===== src/rtl/mult_share_sched_pkg.sv =====
// Shared types and helpers for the round-robin shared multiplier scheduler.
package mult_share_sched_pkg;

  // Scheduler states, fixed encodings so waveforms read the same everywhere.
  typedef enum logic [1:0] {
    S_IDLE = 2'd0,
    S_LOAD = 2'd1,
    S_RUN  = 2'd2,
    S_DONE = 2'd3
  } state_t;

  // Bits needed to index n items; never less than one bit.
  function automatic int id_width(input int n);
    return (n < 2) ? 1 : $clog2(n);
  endfunction

endpackage


===== src/rtl/mult_share_sched_dp.sv =====
// Shift-add unsigned multiplier datapath: one multiplier bit retired per step.
module shift_add_dp #(
  parameter int WIDTH = 4
) (
  input  logic               Clock,
  input  logic               Resetn,
  input  logic               load,
  input  logic               step,
  input  logic [WIDTH-1:0]   a,
  input  logic [WIDTH-1:0]   x,
  output logic [2*WIDTH-1:0] prod
);

  logic [WIDTH-1:0] a_reg;
  logic [WIDTH-1:0] p_hi;
  logic [WIDTH-1:0] p_lo;
  logic [WIDTH:0]   sum;

  // Conditional add of A into the high half; the extra bit is the carry c.
  always_comb begin
    sum = {1'b0, p_hi};
    if (p_lo[0]) begin
      sum = {1'b0, p_hi} + {1'b0, a_reg};
    end
  end

  // Load clears the accumulator and parks X in the low half; each step shifts {c, P_hi, P_lo} right.
  always_ff @(posedge Clock) begin
    if (!Resetn) begin
      a_reg <= '0;
      p_hi  <= '0;
      p_lo  <= '0;
    end else if (load) begin
      a_reg <= a;
      p_hi  <= '0;
      p_lo  <= x;
    end else if (step) begin
      {p_hi, p_lo} <= {sum, p_lo[WIDTH-1:1]};
    end
  end

  assign prod = {p_hi, p_lo};

endmodule


===== src/rtl/mult_share_sched.sv =====
// Round-robin scheduler that shares one shift-add multiplier among NREQ requesters.
module mult_share_sched
  import mult_share_sched_pkg::*;
#(
  parameter  int WIDTH = 4,
  parameter  int NREQ  = 4,
  localparam int IDW   = id_width(NREQ)
) (
  input  logic                  Clock,
  input  logic                  Resetn,
  input  logic [NREQ-1:0]       req,
  input  logic [NREQ*WIDTH-1:0] a_in,
  input  logic [NREQ*WIDTH-1:0] x_in,
  output logic [NREQ-1:0]       gnt,
  output logic                  busy,
  output logic                  done,
  output logic [IDW-1:0]        done_id,
  output logic [2*WIDTH-1:0]    Result
);

  localparam int CW = id_width(WIDTH);

  state_t             state;
  state_t             next_state;
  logic [IDW-1:0]     ptr;
  logic [IDW-1:0]     winner;
  logic [IDW-1:0]     pick;
  logic               any_req;
  logic [CW-1:0]      step_cnt;
  logic               last_step;
  logic               load;
  logic               step;
  logic [WIDTH-1:0]   a_sel;
  logic [WIDTH-1:0]   x_sel;
  logic [2*WIDTH-1:0] prod;

  // Round-robin search: first asserted request at or after ptr, wrapping to 0.
  always_comb begin
    any_req = 1'b0;
    pick    = '0;
    for (int k = 0; k < NREQ; k++) begin
      if (!any_req && req[(int'(ptr) + k) % NREQ]) begin
        any_req = 1'b1;
        pick    = IDW'((int'(ptr) + k) % NREQ);
      end
    end
  end

  assign last_step = (step_cnt == CW'(WIDTH - 1));

  // State register.
  always_ff @(posedge Clock) begin
    if (!Resetn) begin
      state <= S_IDLE;
    end else begin
      state <= next_state;
    end
  end

  // Next-state logic and datapath strobes.
  always_comb begin
    next_state = state;
    load       = 1'b0;
    step       = 1'b0;
    case (state)
      S_IDLE: begin
        if (any_req) begin
          next_state = S_LOAD;
        end
      end
      S_LOAD: begin
        load       = 1'b1;
        next_state = S_RUN;
      end
      S_RUN: begin
        step = 1'b1;
        if (last_step) begin
          next_state = S_DONE;
        end
      end
      S_DONE: begin
        next_state = S_IDLE;
      end
      default: next_state = S_IDLE;
    endcase
  end

  // Winner/pointer capture at grant time, step counting and the result/done registers.
  always_ff @(posedge Clock) begin
    if (!Resetn) begin
      ptr      <= '0;
      winner   <= '0;
      step_cnt <= '0;
      done     <= 1'b0;
      done_id  <= '0;
      Result   <= '0;
    end else begin
      if (state == S_IDLE && any_req) begin
        winner <= pick;
        ptr    <= (int'(pick) == NREQ - 1) ? '0 : pick + IDW'(1);
      end
      if (state == S_LOAD) begin
        step_cnt <= '0;
      end else if (state == S_RUN) begin
        step_cnt <= step_cnt + CW'(1);
      end
      done <= (state == S_DONE);
      if (state == S_DONE) begin
        Result  <= prod;
        done_id <= winner;
      end
    end
  end

  // One-hot grant for the single LOAD cycle.
  always_comb begin
    gnt = '0;
    if (state == S_LOAD) begin
      gnt[winner] = 1'b1;
    end
  end

  assign busy  = (state != S_IDLE);
  assign a_sel = a_in[int'(winner)*WIDTH +: WIDTH];
  assign x_sel = x_in[int'(winner)*WIDTH +: WIDTH];

  shift_add_dp #(.WIDTH(WIDTH)) u_dp (
    .Clock  (Clock),
    .Resetn (Resetn),
    .load   (load),
    .step   (step),
    .a      (a_sel),
    .x      (x_sel),
    .prod   (prod)
  );

endmodule

===== config.mk =====
export PLATFORM = sky130hd
export DESIGN_NAME = mult_share_sched
export DESIGN_NICKNAME = d
export VERILOG_FILES = /design/src/rtl/mult_share_sched_pkg.sv /design/src/rtl/mult_share_sched_dp.sv /design/src/rtl/mult_share_sched.sv
export SDC_FILE = /design/constraint.sdc
export NUM_CORES = 1
export LEC_CHECK = 0
export ABC_AREA = 0
export BUFFER_PORTS_ARGS = -buffer_cell sky130_fd_sc_hd__clkbuf_2
export CORE_MARGIN = 2
export CORE_UTILIZATION = 54
export DETAILED_ROUTE_END_ITERATION = 10
export PLACE_DENSITY = 0.84
export SLEW_MARGIN = 20
export SYNTH_ARGS = -nofsm -noshare
export SYNTH_HDL_FRONTEND = slang
export SYNTH_SLANG_ARGS = --single-unit

===== constraint.sdc =====
create_clock -name Clock -period 3.04 [get_ports Clock]
set_input_delay 0.456 -clock Clock [delete_from_list [all_inputs] [get_ports Clock]]
set_output_delay 0.456 -clock Clock [all_outputs]
set_load 0.1 [all_outputs]

### Word level (Yosys, flattened, before mapping)

Index checks and enable logic that the tools add are counted.

| cells by class | value |
|---|---|
| $add $sub $neg | 6 |
| $lt $le $gt $ge | 6 |
| equality and inequality tests | 7 |
| shift-type cells | 2 |
| muxes and demuxes | 31 |
| bitwise logic cells | 4 |
| reductions and logical operators | 17 |

Operators with widths:

| cell | count |
|---|---|
| 16-bit by 5-bit indexed part select with 4-bit output | 2 |
| 1-bit 2-to-1 mux | 14 |
| 2-bit 2-to-1 mux | 7 |
| 3-bit by 4-bit less-than comparator with 1-bit output, second input constant | 3 |
| 4-bit 2-to-1 mux | 3 |
| 2-bit OR reduction | 5 |
| 1-bit binary-select mux with 2-bit select | 4 |
| 2-bit case mux with 4 select lines | 1 |
| 2-bit by 1-bit adder with 2-bit output, second input constant | 3 |
| 2-bit equality test, second input constant | 3 |
| 2-bit by 3-bit less-than comparator with 1-bit output, second input constant | 2 |
| 4-bit by 4-bit adder with 5-bit output | 1 |
| 1-bit logical AND | 5 |
| 5-bit 2-to-1 mux | 1 |
| 2-bit adder, second input constant | 2 |
| 2-bit by 1-bit equality test with 1-bit output, second input constant | 2 |
| 2-bit != test, second input constant | 2 |
| 2-bit nonzero test | 2 |
| 1-bit AND, first input constant | 3 |
| 1-bit logical NOT | 3 |
| 1-bit demux with 2-bit select | 1 |
| 2-bit by 1-bit greater-or-equal comparator with 1-bit output, second input constant | 1 |
| 2-bit logical NOT | 1 |
| 2-bit AND reduction | 1 |
| 1-bit inverter | 1 |

| word-level totals | value |
|---|---|
| register bits | 31 |
| input bits | 38 |
| logic and storage cells | 83 |

### Depth between registers and ports, before layout

Gate-level depths: netlist of the first run.

| logic depth | value |
|---|---|
| depth after elaboration | 16 |
| mapped depth | 7 |
| depth with buffers taken out | 7 |

### Cells and area by module

From an unflattened synthesis of the first run, not the netlist that was laid out.

| second synthesis, totals | value |
|---|---|
| cells, all modules | 180 |
| area total of the unflattened synthesis | 1813.0 um^2 |

Modules (own cells, without submodules):

| module | instances | cells an instance | area an instance (um^2) | seq. area each (um^2) |
|---|---|---|---|---|
| mult_share_sched | 1 | 109 | 1151.1 | 380.4 |
| shift_add_dp | 1 | 71 | 661.9 | 240.2 |

### Worst setup path before layout of the first run

Ideal clock, no wire load.

| timing path | value |
|---|---|
| path type | reg-to-output |
| start | register state[1] |
| end | output gnt[0] |
| data arrival time | 3271 ps |
| slack | -687 ps |
| cell stages (with the launch flop) | 5 |
| buffers on the path | 1 |
| cells stage by stage | dfxtp_1 > inv_1 > ha_1 > buf_1 > nor3b_1 |

| between the ends | value |
|---|---|
| cells in the longest elaborated chain, start to end | 2 |

Ends and longest elaborated chain:

| element | RTL line | text |
|---|---|---|
| start: declaration | mult_share_sched.sv:23 | `state_t state;` |
| start signal: assignment | mult_share_sched.sv:56 | `state <= next_state;` |
| 2-bit by 1-bit equality test with 1-bit output | mult_share_sched.sv:118 | `if (state == S_LOAD) begin` |
| 4-bit 2-to-1 mux | mult_share_sched.sv:118 |  |
| end: declaration | mult_share_sched.sv:14 | `output logic [NREQ-1:0] gnt,` |

Every way passes these cells.

### Worst setup path in the final report of the first run

| timing path | value |
|---|---|
| start | register winner[0] |
| end | output gnt[1] |

| between the ends | value |
|---|---|
| cells in the longest elaborated chain, start to end | 5 |

Ends and longest elaborated chain:

| element | RTL line | text |
|---|---|---|
| start: declaration | mult_share_sched.sv:26 | `logic [IDW-1:0] winner;` |
| start signal: assignment | mult_share_sched.sv:99 | `winner <= pick;` |
| 2-bit by 3-bit less-than comparator with 1-bit output (implied by the code) / 2-bit by 1-bit greater-or-equal comparator with 1-bit output (equally long branches) | mult_share_sched.sv:119 | `gnt[winner] = 1'b1;` |
| 1-bit logical AND (implied by the code) | mult_share_sched.sv:119 |  |
| 1-bit 2-to-1 mux (implied by the code) | mult_share_sched.sv:119 |  |
| 1-bit demux with 2-bit select (*) | mult_share_sched.sv:119 |  |
| 4-bit 2-to-1 mux (*) | mult_share_sched.sv:118 |  |

Mark *: on every way between the ends. The rest lies on a longest branch, timed or not.

==> results of run 1 <==
==> layout make-up <==
class | count | area [sq um]
multi-input cells | 121 | 1040
fillers | 269 | 990
flip-flops and latches | 31 | 621
repair buffers | 54 | 273
well taps | 44 | 55.1
clock buffers | 7 | 45.0
inverters | 7 | 26.3
clock inverters | 1 | 5.00
==> worst max-delay path: stages, from the launching register on <==
cell and delay (ns):
sky130_fd_sc_hd__dfxtp_1 0.77, sky130_fd_sc_hd__and3b_1 0.26, sky130_fd_sc_hd__clkbuf_2 0.45
==> metal layers <==
metal	share of wire	GRT usage
met5	0	0
met4	0.014	0.0807
met3	0.056	0.0704
met2	0.51	0.359
met1	0.42	0.259
==> through the flow <==
stage	util	hold WS [ns]
2_1_floorplan	-	0.462
3_3_place_gp	0.659	0.481
3_5_place_dp	0.659	0.493
4_1_cts	0.676	0.506
5_1_grt	0.676	0.542
6_report	0.676	0.509
==> logic make-up after synthesis <==
kind of cell,count (synthesis),synth area share
compound gates,34,0.120
xor+xnor,4,0.0203
fa+ha+maj,11,0.0839
buf+inv,17,0.0434
flops,31,0.359
mux,31,0.238
simple gates,41,0.135
==> worst min path at each step <==
stage / end
floorplan: u_dp.p_lo[3]$_SDFFE_PN0P_
global placement: step_cnt[1]$_SDFFE_PP0N_
detailed placement: u_dp.p_lo[3]$_SDFFE_PN0P_
CTS: u_dp.p_lo[3]$_SDFFE_PN0P_
global route: u_dp.p_lo[3]$_SDFFE_PN0P_
finish: u_dp.p_lo[3]$_SDFFE_PN0P_
==> synthesized netlist by cell type, types with 2 or more instances <==
master,count
sky130_fd_sc_hd__a21o_1,2
sky130_fd_sc_hd__a21oi_1,14
sky130_fd_sc_hd__buf_2,3
sky130_fd_sc_hd__clkbuf_1,5
sky130_fd_sc_hd__dfxtp_1,31
sky130_fd_sc_hd__ha_1,10
sky130_fd_sc_hd__inv_1,7
sky130_fd_sc_hd__mux2i_1,22
sky130_fd_sc_hd__mux4_2,8
sky130_fd_sc_hd__nand2_1,4
sky130_fd_sc_hd__nand2b_1,3
sky130_fd_sc_hd__nor2_1,9
sky130_fd_sc_hd__nor2b_1,18
sky130_fd_sc_hd__o21ai_0,9
sky130_fd_sc_hd__xnor2_1,4
==> power breakdown <==
part / leakage, nW / switching (mW) / internal (mW)
clock network: 0.0293 / 0.140 / 0.0900
registers: 0.253 / 0.124 / 0.495
logic: 0.627 / 0.452 / 0.324
total: 0.909 / 0.715 / 0.909
==> cells in the final DEF (no fill, tap or decap), types with 2 or more instances in the layout <==
master	instances
sky130_fd_sc_hd__dfxtp_1	31
sky130_fd_sc_hd__nor2b_1	18
sky130_fd_sc_hd__a21oi_1	14
sky130_fd_sc_hd__clkbuf_1	2
sky130_fd_sc_hd__ha_1	10
sky130_fd_sc_hd__nand2b_1	3
sky130_fd_sc_hd__mux2i_1	22
sky130_fd_sc_hd__o21ai_0	9
sky130_fd_sc_hd__xnor2_1	4
sky130_fd_sc_hd__mux4_2	8
sky130_fd_sc_hd__nand2_1	4
sky130_fd_sc_hd__clkbuf_2	53
sky130_fd_sc_hd__a21o_1	2
sky130_fd_sc_hd__inv_1	7
sky130_fd_sc_hd__clkbuf_4	5
sky130_fd_sc_hd__nor2_1	9
==> Flow_metrics.wiki, run 1 <==
{| class="wikitable"
! Metric !! Value
|-
| Origin of the worst min-delay path || u_dp.p_lo[3]$_SDFFE_PN0P_
|-
| Combined area of all synthesized cells || 1730 sq um
|-
| RSZ-0062 raised after global routing || false
|-
| LEAKAGE || a little over 0.9 nW
|-
| Result of the run || finished clean
|-
| Drt via density || approximately 5.2
|-
| Crit path capture type || output pin
|-
| Placed instance area || approximately 2000 sq um
|-
| Number of setup violations in the final report || 0
|-
| Upper clock frequency limit || approximately 440 MHz
|-
| Number of buffers on the longest clock path || 2
|-
| Worst reg2reg path endpoint || u_dp.p_lo[3]$_SDFFE_PN0P_
|-
| Cells after synthesis || between 150 and 200
|-
| # diodes || 0
|-
| Cell taking the most area after synthesis || sky130_fd_sc_hd__dfxtp_1
|-
| Cell types with the largest area share after synthesis || sky130_fd_sc_hd__dfxtp_1 (36%), sky130_fd_sc_hd__mux2i_1 (13%), sky130_fd_sc_hd__mux4_2 (10%)
|-
| Worst Clk Skew || 0.00426 ns
|-
| Cell depth of the worst hold path || 2
|-
| Worst-skew pair later-pin latency || 0.33 ns
|-
| Main flop type after synthesis || sky130_fd_sc_hd__dfxtp_1
|-
| Cell depth of the worst flop-to-flop path || 3
|-
| Overall die area || between 3000 and 4000 sq um
|-
| Share of the synthesized area in the top cell type || 0.359
|-
| Antenna violations before repair || 0
|-
| DRC || 0
|-
| Sequential cell area fraction in the yosys report || 0.359
|-
| Number of enable flip-flop cells after synthesis || 0
|-
| First-pass iteration count of the detailed router || 4
|-
| Power per standard cell area || roughly 800 nW/um^2
|-
| Fraction of final layout cells with drive strength greater than 1 || 0.330
|-
| Rel. slew slack || 0.541
|-
| Number of placed instances, taps included || between 200 and 300
|-
| Final-report hold violation count || 0
|-
| Final Net Count || 269
|-
| Final TNS setup || 0 ns
|-
| Critical path class || reg2out
|-
| Wire length of the first global-routing pass || roughly 5.7 mm
|-
| Final non-filler cell total || ~270
|-
| Largest reg by FF count || Result
|-
| Mapped Nets || around 220
|-
| Synth async-reset ratio || 0
|-
| Largest net degree at the start of global routing || 28
|-
| FF-to-FF Start || winner[0]$_SDFFE_PN0P_
|-
| Post-layout worst setup margin || 0.766 ns
|-
| Buffers on Ports || 53
|-
| Post-detailed-routing wire length || ~3.5 mm
|-
| Arrival time reported for the critical path endpoint || between 1.5 and 2 ns
|-
| Level count of the clock H-tree || 2
|-
| Overall global routing resource usage || 0.215
|-
| Maximum vdd ir drop || just over 0.0005 V
|-
| Vias in the first global route || 1309
|-
| Half-perimeter wire length of the detailed placement result || around 2.7 mm
|-
| CTS tree || done
|-
| Overflow after GRT || 0
|-
| Least-Margin Pin Slew || 0.688 ns
|-
| WL per Instance || 13.2 um
|-
| Post-synthesis to final-layout area growth || 19.3%
|-
| Period utilisation layout || 0.748
|-
| Final number of max-transition violations || 0
|-
| CP Capture Point || gnt[1]
|-
| Clock buffer count from CTS || 5
|-
| Worst setup path startpoint || winner[0]$_SDFFE_PN0P_
|-
| Num rows || 20
|-
| Distinct cell type count after synthesis || 35
|-
| Worst R2R Setup Slack || between 1 and 1.5 ns
|-
| Num ports || 54
|-
| Placement Setup Slack || ~1.1 ns
|-
| Buffer type at the clock tree root || sky130_fd_sc_hd__clkbuf_4
|-
| Total of max-cap violations || 0
|-
| CTS clk-pin slew, worst paths || around 0.090 ns
|-
| Post-CTS sizing || 0
|-
| Pwr Total || 1.62 mW
|-
| Floorplan die width || 60.6 um
|-
| Post-CTS repair timing setup buffer count || 0
|-
| Number of warnings reported in the yosys synthesis log || 0
|-
| Post-route cell area || approximately 2100 sq um
|-
| CTS Hold Buffers Added || 0
|-
| Time the worst path needs with I/O delays and setup || between 2 and 2.5 ns
|-
| Mean instance size in the synthesized netlist || ~10 sq um
|-
| Placer congestion estimate || 0.855
|-
| Path class of the lowest-slack min-delay path || reg2reg
|-
| Largest register FFs || 8
|-
| Initial standard-cell utilization of the core || 0.566
|-
| Biggest fanout along the worst timing path || 14
|-
| Data required time at the worst endpoint || approximately 2.6 ns
|-
| Placeable core area || 3050 sq um
|-
| Seq cells post-synth || 31
|-
| Critical Path Start Type || flip-flop
|-
| Antenna Nets Post-Route || 0
|-
| Clock sink count || 31
|-
| Chip Height || a little over 60 um
|-
| Iter 0 DRT Violations || 42
|-
| Vias after detailed routing || 1386
|}
Power figures use the tool's default switching activity.
==> run 2, diff against run 1 <==
- CORE_UTILIZATION: 54 -> 46
- PLACE_DENSITY: 0.84 -> 0.76
- clock period: 3.04 -> 2.05 ns (I/O delays scaled with it)
==> run 2 against run 1 <==
  * Combinational power is 66% higher
  * Highest routed layer unchanged
  * Largest power group unchanged
  * Final cell count is 1.9% higher
  * Die area is 16% higher
  * Non-clock buffer count is 3 higher
  * Sequential power is 44% higher
  * Worst setup slack worse by 0.59 ns
  * Flip-flop and latch count stayed put
  * Critical endpoint is now busy
  * Sequential share of layout area is 1.6 points lower
  * Worst hold slack worse by 0.044 ns
==> Flow_metrics.wiki, run 2 (synthesized netlist as in run 1, its figures left out) <==
{| class="wikitable"
! Metric !! Value
|-
| Result of the run || finished clean
|-
| CTS tree || done
|-
| Clock sink count || 31
|-
| Fillers || 334
|-
| RSZ-0062 raised after global routing || false
|-
| Iter 0 DRT Violations || 31
|-
| Num ports || 54
|-
| Maximum vdd ir drop || roughly 0.001 V
|-
| Buffer type at the clock tree root || sky130_fd_sc_hd__clkbuf_8
|-
| Total of max-cap violations || 0
|-
| Period utilisation layout || 0.913
|-
| Placer congestion estimate || 0.873
|-
| Final Net Count || between 200 and 300
|-
| WL per Instance || approximately 14 um
|-
| First-pass iteration count of the detailed router || 4
|-
| Power per standard cell area || roughly 1200 nW/um^2
|-
| Number of buffers on the longest clock path || 2
|-
| Post-route cell area || about 2200 sq um
|-
| Critical Path Start Type || flip-flop
|-
| Worst Clk Skew || 0.00463 ns
|-
| CTS clk-pin slew, worst paths || ~0.060 ns
|-
| Critical path class || reg2out
|-
| Largest net degree at the start of global routing || 28
|-
| Num rows || 22
|-
| Biggest fanout along the worst timing path || 4
|-
| Time the worst path needs with I/O delays and setup || around 1.9 ns
|-
| Post-CTS repair timing setup buffer count || 0
|-
| Fraction of final layout cells with drive strength greater than 1 || 0.342
|-
| Largest reg by FF count || Result
|-
| Post-detailed-routing wire length || about 3.8 mm
|-
| Level count of the clock H-tree || 2
|-
| # diodes || 0
|-
| Post-layout worst setup margin || 0.178 ns
|-
| Floorplan die width || ~65 um
|-
| Most frequent standard cell in the layout excluding fill and tap cells || sky130_fd_sc_hd__clkbuf_2
|-
| Placed instance area || between 2000 and 2500 sq um
|-
| Arrival time reported for the critical path endpoint || 1.56 ns
|-
| Post-CTS sizing || 0
|-
| Path class of the lowest-slack min-delay path || in2reg
|-
| Vias after detailed routing || roughly 1400
|-
| Overall die area || 4270 sq um
|-
| Final TNS setup || 0 ns
|-
| Initial standard-cell utilization of the core || 0.476
|-
| Data required time at the worst endpoint || around 1.7 ns
|-
| Post-synthesis to final-layout area growth || 26.2%
|-
| Rel. slew slack || 0.636
|-
| CTS Hold Buffers Added || 0
|-
| Placeable core area || around 3600 sq um
|-
| Wire length of the first global-routing pass || between 6 and 7 mm
|-
| DRC || 0
|-
| Antenna Nets Post-Route || 0
|-
| Half-perimeter wire length of the detailed placement result || around 3.0 mm
|-
| Drt via density || around 5.2
|-
| Buffers on Ports || 53
|-
| Chip Height || 65.3 um
|-
| Vias in the first global route || 1341
|-
| Flip-flop and latch area || between 600 and 700 sq um
|-
| Area taken by multi-input logic gates || 1050 sq um
|-
| Number of setup violations in the final report || 0
|-
| Final number of max-transition violations || 0
|-
| Crit path capture type || output pin
|-
| Worst-skew pair later-pin latency || 0.28 ns
|-
| Overall global routing resource usage || 0.192
|-
| LEAKAGE || about 0.95 nW
|-
| Largest register FFs || 8
|-
| Most frequent cells in the layout || sky130_fd_sc_hd__clkbuf_2 (49), sky130_fd_sc_hd__dfxtp_1 (31), sky130_fd_sc_hd__mux2i_1 (22), sky130_fd_sc_hd__nor2b_1 (18), sky130_fd_sc_hd__a21oi_1 (14)
|-
| Overflow after GRT || 0
|-
| Upper clock frequency limit || between 500 and 600 MHz
|-
| Placement Setup Slack || about 0.41 ns
|-
| Least-Margin Pin Slew || roughly 0.55 ns
|-
| Final-report hold violation count || 0
|-
| Clock buffer count from CTS || 5
|-
| Antenna violations before repair || 0
|}
-- run 2: cell types whose count changed in the layout (fill, tap and decap cells not counted), sizes merged --
cell,delta
buf,+7
clkbuf,-5
clkinv,-1
-- run 2: path summary, 6_finish.rpt --
check | from | endpoint | slack, ns | depth (start not counted)
max | state[0]$_SDFFE_PN0P_ | busy | 0.18 | 4
min | req[3] | winner[0]$_SDFFE_PN0P_ | 0.46 | 4
max reg2reg | u_dp.p_hi[0]$_SDFFE_PP0N_ | u_dp.p_hi[3]$_SDFFE_PP0N_ | 0.41 | 6
min reg2reg | u_dp.p_lo[3]$_SDFFE_PN0P_ | u_dp.p_lo[3]$_SDFFE_PN0P_ | 0.49 | 2
-- run 2: layout make-up --
cell class                      instances  area share
Multi-Input combinational cell        121       0.480
Sequential cell                        31       0.284
Timing Repair Buffer                   57       0.163
Clock buffer                            6      0.0333
Tap cell                               48      0.0275
Inverter                                7      0.0120
-- run 2: per-layer routing --
metal	routed length (um)	GRT usage	vias up
met4	109	0.0911	0
met2	1780	0.319	47
met3	204	0.0497	11
met5	0	0	-
met1	1660	0.231	655
li1	-	-	699
-- run 2: through the flow --
stage | hold slack (ns) | instances | utilization | power, mW
after floorplan | 0.436 | 169 | - | 1.90
after global placement | 0.483 | 264 | 0.581 | 2.17
after detailed placement | 0.486 | 264 | 0.581 | 2.20
after CTS | 0.461 | 270 | 0.601 | 2.64
after global routing | 0.521 | 270 | 0.601 | 2.78
final | 0.465 | 270 | 0.601 | 2.61
-- run 2: worst max-delay path: stages, from the launching register on --
cell                       delay [ns]
sky130_fd_sc_hd__dfxtp_1         0.39
sky130_fd_sc_hd__inv_1           0.10
sky130_fd_sc_hd__ha_1            0.24
sky130_fd_sc_hd__inv_1           0.10
sky130_fd_sc_hd__clkbuf_2        0.46
-- run 2: where the power goes --
part	total, mW	switching (mW)	internal (mW)
logic	1.29	0.734	0.556
clock network	0.427	0.202	0.226
registers	0.891	0.155	0.736
total	2.61	1.09	1.52
==> run 3, diff against run 2 <==
- CORE_MARGIN: 2 -> 8
==> run 3 against run 2 <==
  * Worst setup slack worse by 0.0090 ns
  * Worst hold slack worse by 0.019 ns
  * Die area up 40%
  * Clock skew down 0.0033 ns
  * Sequential power down 2%
  * Clock-buffer cell count unchanged
  * Critical endpoint unchanged
  * Core utilization up 0.41 points
==> Flow_metrics.wiki, run 3 (synthesized netlist as in run 1, its figures left out) <==
{| class="wikitable"
! Metric !! Value
|-
| Final-report hold violation count || 0
|-
| Largest register FFs || 8
|-
| Drt via density || approximately 5.2
|-
| Placement Setup Slack || 0.434 ns
|-
| Wire length of the first global-routing pass || ~6.9 mm
|-
| Period utilisation layout || 0.918
|-
| Total of max-cap violations || 0
|-
| Final Net Count || roughly 270
|-
| Antenna Nets Post-Route || 0
|-
| Floorplan die width || 77.3 um
|-
| Power per standard cell area || 1200 nW/um^2
|-
| Number of placed instances, taps included || 266
|-
| Overall die area || 5980 sq um
|-
| Vias in the first global route || between 1000 and 1500
|-
| Final TNS setup || 0 ns
|-
| Placed instance area || between 2000 and 2500 sq um
|-
| Cell with the biggest individual delay on the critical path || sky130_fd_sc_hd__clkbuf_2
|-
| Path class of the lowest-slack min-delay path || in2reg
|-
| Worst Clk Skew || 0.00131 ns
|-
| Critical path class || reg2out
|-
| List of cells traversed by the critical path || inv_1, ha_1, inv_1, clkbuf_2
|-
| Fraction of final layout cells with drive strength greater than 1 || 0.348
|-
| Worst-skew pair later-pin latency || between 0.2 and 0.3 ns
|-
| Initial standard-cell utilization of the core || 0.476
|-
| Rel. slew slack || 0.633
|-
| Number of buffers on the longest clock path || 2
|-
| Post-CTS sizing || 0
|-
| CTS Hold Buffers Added || 0
|-
| Overflow after GRT || 0
|-
| Clock buffer count from CTS || 5
|-
| Chip Height || roughly 77 um
|-
| Biggest fanout along the worst timing path || 4
|-
| Largest net degree at the start of global routing || 28
|-
| Fillers || approximately 340
|-
| Vias after detailed routing || roughly 1400
|-
| Clock sink count || 31
|-
| # diodes || 0
|-
| Post-synthesis to final-layout area growth || 27.1%
|-
| Placeable core area || ~3600 sq um
|-
| Data required time at the worst endpoint || about 1.7 ns
|-
| Buffer type at the clock tree root || sky130_fd_sc_hd__clkbuf_8
|-
| Final number of max-transition violations || 0
|-
| Upper clock frequency limit || approximately 530 MHz
|-
| Level count of the clock H-tree || 2
|-
| Post-layout worst setup margin || around 0.17 ns
|-
| Post-route cell area || between 2000 and 2500 sq um
|-
| CTS tree || done
|-
| CTS clk-pin slew, worst paths || roughly 0.060 ns
|-
| Maximum cell stage delay along the critical path || between 0.4 and 0.5 ns
|-
| Arrival time reported for the critical path endpoint || about 1.6 ns
|-
| Num ports || 54
|-
| Least-Margin Pin Slew || 0.552 ns
|-
| Number of setup violations in the final report || 0
|-
| Antenna violations before repair || 0
|-
| Final design utilization || 0.605
|-
| Library cell appearing most often on the critical path || sky130_fd_sc_hd__inv_1
|-
| Most frequent standard cell in the layout excluding fill and tap cells || sky130_fd_sc_hd__clkbuf_2
|-
| RSZ-0062 raised after global routing || false
|-
| Largest reg by FF count || Result
|-
| Iter 0 DRT Violations || approximately 100
|-
| First-pass iteration count of the detailed router || 4
|-
| Half-perimeter wire length of the detailed placement result || approximately 3.3 mm
|-
| WL per Instance || ~16 um
|-
| Critical path's top delay family || buffers and inverters
|-
| Overall global routing resource usage || 0.144
|-
| Placer congestion estimate || just under 0.8
|-
| DRC || 0
|-
| Time the worst path needs with I/O delays and setup || 1.88 ns
|-
| Final non-filler cell total || around 270
|-
| Buffers on Ports || 53
|-
| Result of the run || finished clean
|-
| Post-CTS repair timing setup buffer count || 0
|-
| Crit path capture type || output pin
|-
| Maximum vdd ir drop || between 0.0007 and 0.0008 V
|-
| Post-detailed-routing wire length || ~4.2 mm
|-
| Num rows || 22
|-
| Critical Path Start Type || flip-flop
|-
| LEAKAGE || 0.957 nW
|-
| Worst path bufs/invs || 3
|-
| Most frequent cells in the layout || sky130_fd_sc_hd__clkbuf_2 (49), sky130_fd_sc_hd__dfxtp_1 (31), sky130_fd_sc_hd__mux2i_1 (22), sky130_fd_sc_hd__nor2b_1 (18), sky130_fd_sc_hd__a21oi_1 (14)
|}
run 3: cell types whose count changed in the layout (fill, tap and decap cells not counted):
| cell | previous run | this run |
|---|---|---|
| sky130_fd_sc_hd__buf_4 | 4 | 6 |
run 3: tightest hold or removal path, stage by stage:
cell and delay [ns]:
sky130_fd_sc_hd__clkbuf_2 0.11, sky130_fd_sc_hd__nor4_2 0.06, sky130_fd_sc_hd__o21ai_0 0.15, sky130_fd_sc_hd__a21boi_1 0.06
run 3: per-stage QoR:
stage               hold WS, ns  power, mW
floorplan                 0.436       1.90
global placement          0.486       2.19
detailed placement        0.506       2.21
CTS                       0.451       2.66
global route              0.477       2.80
finish                    0.446       2.64
run 3: power breakdown:
| part | switching [mW] | internal [mW] |
|---|---|---|
| Combinational | 0.754 | 0.569 |
| Sequential | 0.141 | 0.736 |
| Clock | 0.211 | 0.226 |
run 3: final timing paths:
check | from | to | slack, ns | depth (start not counted)
worst max-delay path | state[0]$_SDFFE_PN0P_ | busy | 0.17 | 4
worst min-delay path | req[3] | winner[0]$_SDFFE_PN0P_ | 0.45 | 4
worst max register to register | u_dp.p_hi[0]$_SDFFE_PP0N_ | u_dp.p_hi[3]$_SDFFE_PP0N_ | 0.42 | 6
worst min register to register | step_cnt[1]$_SDFFE_PP0N_ | step_cnt[1]$_SDFFE_PP0N_ | 0.52 | 2
run 3: metal layers:
metal	share of wire	GRT usage	wire (um)
met5	0	0	0
met4	0.021	0.0755	87
met3	0.058	0.0431	247
met2	0.47	0.227	1990
met1	0.45	0.173	1900
run 3: cell type report:
type                       count  area [sq um]  share of cell area
inverter                       7          26.3              0.0120
timing repair buffer          59           370               0.169
sequential                    31           621               0.282
multi-input combinational    121          1050               0.477
clock buffer                   6          72.6              0.0330
tap                           48          60.1              0.0273
